===== config.mk =====
export PLATFORM = sky130hd
export DESIGN_NAME = flag_unit
export DESIGN_NICKNAME = d
export VERILOG_FILES = /design/src/rtl/flag_unit.sv
export SDC_FILE = /design/constraint.sdc
export NUM_CORES = 1
export LEC_CHECK = 0
export BUFFER_PORTS_ARGS = -buffer_cell sky130_fd_sc_hd__buf_2
export CAP_MARGIN = 40
export CELL_PAD_IN_SITES_DETAIL_PLACEMENT = 1
export CELL_PAD_IN_SITES_GLOBAL_PLACEMENT = 2
export CORE_MARGIN = 4
export CORE_UTILIZATION = 20
export DETAILED_ROUTE_END_ITERATION = 7
export PLACE_DENSITY_LB_ADDON = 0.1
export RECOVER_POWER = 25
export SYNTH_ARGS = -nofsm -noshare
export SYNTH_HDL_FRONTEND = slang
export SYNTH_SLANG_ARGS = --single-unit

===== constraint.sdc =====
create_clock -name clk -period 1.4 [get_ports clk]
set_clock_uncertainty 0.2 [all_clocks]
set_input_delay 0.28 -clock clk [delete_from_list [all_inputs] [get_ports clk]]
set_output_delay 0.28 -clock clk [all_outputs]
set_load 0.01 [all_outputs]

===== src/rtl/flag_unit.sv =====
// -----------------------------------------------------------------------------
// flag_unit
//
// Flag register and branch-condition resolver for the WISC execute stage.
// Captures the ALU flag vector [N V Z] under a per-opcode write mask and
// resolves conditional branches, producing a registered taken/not-taken
// decision one cycle after the branch is accepted.
//
// Optional feature macro: FLAG_BYPASS_EN
//   defined   : branches evaluate against next_flag (same-cycle ALU update is
//               forwarded); br_hazard is tied low.
//   undefined : branches evaluate against the registered flags; a branch that
//               coincides with a flag-writing ALU op raises br_hazard and must
//               be re-presented by upstream on the following cycle.
//
// Ports:
//   clk          in  1  clock, rising edge
//   rst          in  1  asynchronous active-high reset
//   alu_valid    in  1  ALU result present this cycle
//   alu_op       in  4  ALU opcode (selects the flag write mask)
//   alu_flag     in  3  ALU flags [N V Z]
//   br_valid     in  1  branch presented this cycle
//   br_cond      in  3  branch condition code
//   stall        in  1  freeze state; squashes this cycle's branch
//   flush        in  1  squash this cycle's ALU update and branch
//   flag         out 3  architectural flags [N V Z] (registered)
//   br_resolved  out 1  branch accepted on the previous edge (registered)
//   br_taken     out 1  branch outcome, meaningful while br_resolved=1
//   br_hazard    out 1  combinational; branch cannot resolve this cycle
// -----------------------------------------------------------------------------
module flag_unit (
    input  logic       clk,
    input  logic       rst,
    input  logic       alu_valid,
    input  logic [3:0] alu_op,
    input  logic [2:0] alu_flag,
    input  logic       br_valid,
    input  logic [2:0] br_cond,
    input  logic       stall,
    input  logic       flush,
    output logic [2:0] flag,
    output logic       br_resolved,
    output logic       br_taken,
    output logic       br_hazard
);

    localparam logic [3:0] OP_ADD = 4'b0000;
    localparam logic [3:0] OP_SUB = 4'b0001;
    localparam logic [3:0] OP_XOR = 4'b0010;
    localparam logic [3:0] OP_SLL = 4'b0100;
    localparam logic [3:0] OP_SRA = 4'b0101;
    localparam logic [3:0] OP_ROR = 4'b0110;

    localparam logic [2:0] CC_NEQ    = 3'b000;
    localparam logic [2:0] CC_EQ     = 3'b001;
    localparam logic [2:0] CC_GT     = 3'b010;
    localparam logic [2:0] CC_LT     = 3'b011;
    localparam logic [2:0] CC_GTE    = 3'b100;
    localparam logic [2:0] CC_LTE    = 3'b101;
    localparam logic [2:0] CC_OVFL   = 3'b110;
    localparam logic [2:0] CC_UNCOND = 3'b111;

    // Which flag bits [N V Z] an opcode is allowed to write.
    function automatic logic [2:0] flag_mask(input logic [3:0] op);
        logic [2:0] m;
        case (op)
            OP_ADD, OP_SUB:                 m = 3'b111;
            OP_XOR, OP_SLL, OP_SRA, OP_ROR: m = 3'b001;
            default:                        m = 3'b000;
        endcase
        return m;
    endfunction

    // Branch condition evaluated on a flag vector f = [N V Z].
    function automatic logic cond_eval(input logic [2:0] cc, input logic [2:0] f);
        logic n;
        logic v;
        logic z;
        logic t;
        n = f[2];
        v = f[1];
        z = f[0];
        case (cc)
            CC_NEQ:    t = ~z;
            CC_EQ:     t = z;
            CC_GT:     t = ~z & ~n;
            CC_LT:     t = n;
            CC_GTE:    t = z | (~z & ~n);
            CC_LTE:    t = n | z;
            CC_OVFL:   t = v;
            CC_UNCOND: t = 1'b1;
            default:   t = 1'b0;
        endcase
        return t;
    endfunction

    logic [2:0] flag_r;
    logic       br_resolved_r;
    logic       br_taken_r;

    logic [2:0] op_mask_s;
    logic       alu_write_s;
    logic [2:0] wr_mask_s;
    logic [2:0] next_flag_s;
    logic [2:0] cond_src_s;
    logic       br_hazard_s;
    logic       br_accept_s;
    logic       br_taken_d_s;

    // Flag write qualification and masked merge into the architectural flags.
    always_comb begin
        op_mask_s   = flag_mask(alu_op);
        alu_write_s = alu_valid & ~stall & ~flush & (op_mask_s != 3'b000);
        if (alu_write_s) begin
            wr_mask_s = op_mask_s;
        end else begin
            wr_mask_s = 3'b000;
        end
        next_flag_s = (flag_r & ~wr_mask_s) | (alu_flag & wr_mask_s);
    end

`ifdef FLAG_BYPASS_EN
    // Forwarding: the older same-cycle ALU op is visible to the branch.
    always_comb begin
        cond_src_s  = next_flag_s;
        br_hazard_s = 1'b0;
    end
`else
    // No forwarding: a branch colliding with a flag write must be re-presented.
    always_comb begin
        cond_src_s  = flag_r;
        br_hazard_s = br_valid & alu_write_s;
    end
`endif

    // Branch acceptance and the outcome to be registered.
    always_comb begin
        br_accept_s = br_valid & ~stall & ~flush & ~br_hazard_s;
        if (br_accept_s) begin
            br_taken_d_s = cond_eval(br_cond, cond_src_s);
        end else begin
            br_taken_d_s = 1'b0;
        end
    end

    // Architectural flag register; next_flag_s already equals flag_r when idle.
    always_ff @(posedge clk or posedge rst) begin
        if (rst) begin
            flag_r <= 3'b000;
        end else begin
            flag_r <= next_flag_s;
        end
    end

    // Branch resolution register; any non-accepting cycle clears it.
    always_ff @(posedge clk or posedge rst) begin
        if (rst) begin
            br_resolved_r <= 1'b0;
            br_taken_r    <= 1'b0;
        end else begin
            br_resolved_r <= br_accept_s;
            br_taken_r    <= br_taken_d_s;
        end
    end

    assign flag        = flag_r;
    assign br_resolved = br_resolved_r;
    assign br_taken    = br_taken_r;
    assign br_hazard   = br_hazard_s;

endmodule


==> impl_metrics.py <==
metrics = {
    "run_status": {
        "outcome": "finished, violations left",
        "violations": "setup timing",
    },
    "clocking": {
        "h-tree-depth": 1,
        "tritoncts": "done",
        "cts_buffers": 3,
        "clk_path_buf_depth": 2,
        "clock_latency_ns": 0.24,
        "clock_sinks": 5,
        "cts-root-buf": "clkbuf_4",
        "clkTransAtPathRegs_ns": 0.04,
    },
    "die": {
        "fp.dieH_um": 47.23,
        "io_pins": 22,
        "row_count": 13,
        "die_w_um": 47.23,
        "die_area_sq_mm": 0.002231,
        "start_util_pct": 22.53,
        "core_sq_mm": 0.001366,
    },
    "drt": {
        "num_vias": 306,
        "ant_nets": 0,
        "first_pass_iters": 2,
        "initialDrtViolationCount": 1,
        "viasPerCell": 4.500,
        "routedWlPerCell_um": 14.19,
        "remaining_drc_errors": 0,
        "routed_wl_um": 965,
    },
    "worst_setup_path": {
        "cp_cell_sequence": "buf_6 > nand2b_4 > nor4_4 > and2_1 > buf_2",
        "critPathTopFamily": "simple AND/OR/NAND/NOR gates",
        "cpPeakStageDelay_ns": 0.23,
        "critPathKind": "in2out",
        "crit_fanout": 3,
        "reg2reg_to": "br_taken$_DFF_PP0_",
        "reg2regPathDepth": 3,
        "cp.required_ns": 0.92,
        "worstSetupStartpointType": "input pin",
        "reg2reg_setup_slack_ns": 0.05,
        "critPathSlowestCell": "nor4_4",
        "critPathArrivalTime_ns": 1.04,
        "path_buf_inv": 2,
        "endpoint_kind": "output pin",
    },
    "power": {
        "switching_share_pct": 28.25,
        "pwr-share-clk_pct": 31.4,
        "power.leakage_nw": 0.2650,
        "p_sw_mw": 0.1459,
        "seqPwrFrac_pct": 37.1,
        "p_int_mw": 0.3706,
        "powerDensity_mw_per_mm2": 969.0,
        "pwr-share-comb_pct": 31.5,
        "finalPower_mw": 0.5165,
        "ir_worst_vdd_mv": 0.4103,
    },
    "place": {
        "io_buffers": 21,
        "routabilityCongestion": 0.7519,
        "dpl_cell_area_sq_um": 446.7,
        "place_worst_setup_slack_ns": -0.2101,
        "dpl.hpwl_um": 828.9,
    },
    "global_routing": {
        "grt_pass1_vias": 368,
        "gr-total-overflow": 0,
        "grt_pass1_wl_mm": 1.538,
        "grt.total_usage_pct": 10.12,
        "grt_max_degree": 6,
        "antenna_found_initial": 0,
    },
    "finish": {
        "fin_area_sq_um": 533.0,
        "layout-drive-gt1-share_pct": 71.70,
        "n_antenna_cell": 0,
        "layout.nets": 70,
        "area_delta_synth_final_pct": 73.17,
    },
    "timing": {
        "finalSetupViolations": 1,
        "rsz0062_at_grt": "yes",
        "whs_ns": 0.08068,
        "period_needed_ns": 1.517,
        "clock.fmax_mhz": 659.2,
        "final_hold_viol_count": 0,
        "relSlewSlack_pct": 81.90,
        "drv_slew": 0,
        "period_share_pct": 108.4,
        "tightest_slew_ns": 0.2699,
        "setup_tns_ns": -0.1171,
        "setup_slack_ns": -0.1171,
    },
    "min_path": {
        "hp-class": "in2reg",
        "min_from": "alu_flag[2]",
        "hold_depth": 2,
    },
    "synthesis": {
        "netlist_instances": 24,
        "yosysSeqAreaShare_pct": 40.65,
        "synth_cell_type_count": 15,
        "ys_seq_elements": 5,
        "synthesis.area_sq_um": 307.8,
        "synth_fp_nets": 40,
        "synth_area_per_cell_sq_um": 12.82,
        "yosysWarningCount": 0,
    },
    "job": {
        "maxCapViolCount": 0,
    },
}
power groups by stage:
stage / registers [mW] / logic [mW] / clock network [mW]
2_1_floorplan: 0.194 / 0.0503 / 0
3_3_place_gp: 0.188 / 0.125 / 0
3_5_place_dp: 0.189 / 0.131 / 0
4_1_cts: 0.188 / 0.158 / 0.168
5_1_grt: 0.196 / 0.177 / 0.175
6_report: 0.192 / 0.163 / 0.162
layer usage:
| metal | vias up | track usage [%] | share of wire, % |
|---|---|---|---|
| li1 | 151 | - | - |
| met1 | 141 | 10.48 | 35 |
| met2 | 14 | 16.58 | 54 |
| met3 | 0 | 4.215 | 11 |
| met4 | 0 | 6.630 | 0 |
| met5 | - | 0 | 0 |
what timing repair did:
| item | in CTS | in global routing |
|---|---|---|
| endpoints found under the setup margin | 3 | 3 |
| endpoints found under the hold margin | 5 | 0 |
| pin swaps | 1 | 1 |
| buffers inserted | 1 | 0 |
| hold buffers | 1 | 0 |
| cloned | 0 | 0 |
| gates resized for setup | 4 | 4 |
cell usage after synthesis:
| master | instances | area share [%] |
|---|---|---|
| nor4b_1 | 1 | 2.8 |
| nand2b_1 | 1 | 2.0 |
| a211oi_1 | 3 | 7.3 |
| and4bb_2 | 1 | 4.1 |
| dfrtp_1 | 5 | 41 |
| mux2_1 | 1 | 3.7 |
| inv_1 | 1 | 1.2 |
| mux2_2 | 3 | 11 |
| and2_1 | 2 | 4.1 |
| nand2b_4 | 1 | 4.5 |
| o211a_1 | 1 | 3.3 |
| nor2_1 | 1 | 1.2 |
| nor4b_4 | 1 | 7.7 |
| nor4_2 | 1 | 4.1 |
| nand3b_1 | 1 | 2.4 |
cells by family (layout without fill, tap and decap cells):
kind of cell    Yosys count  in the layout  share of synthesized area (%)
compound gates            4              4                          10.57
simple gates             10             10                          32.92
buf+inv                   1             30                          1.218
mux                       4              4                          14.63
flops                     5              5                          40.65
layout make-up:
class | instances | area (sq um)
sequential | 5 | 126.4
tap | 15 | 18.77
timing repair buffer | 25 | 153.9
clock buffer | 4 | 26.28
inverter | 1 | 3.754
fill | 169 | 833.3
multi-input combinational | 18 | 203.9
worst max-delay path by stage:
| stage | from | to | cells past startpoint |
|---|---|---|---|
| final | alu_op[3] | br_hazard | 5 |
| after CTS | alu_op[3] | br_hazard | 5 |
| after detailed placement | alu_op[3] | br_hazard | 5 |
| after global routing | alu_op[3] | br_hazard | 5 |
| after floorplan | alu_op[3] | register | 3 |
| after global placement | alu_op[3] | br_hazard | 5 |
through the flow:
step,std cells,utilization [%]
6_report,68,39.01
5_1_grt,68,39.01
4_1_cts,68,37.73
3_5_place_dp,62,32.69
3_3_place_gp,62,32.69
2_1_floorplan,24,-
layout by cell type (no fill, tap or decap), types with 2 or more instances in the layout:
cell type / n
buf_4: 2
a211oi_2: 2
dfrtp_1: 4
and2_1: 2
clkbuf_4: 3
buf_6: 3
buf_2: 19
mux2_2: 3
Power figures use the tool's default switching activity.
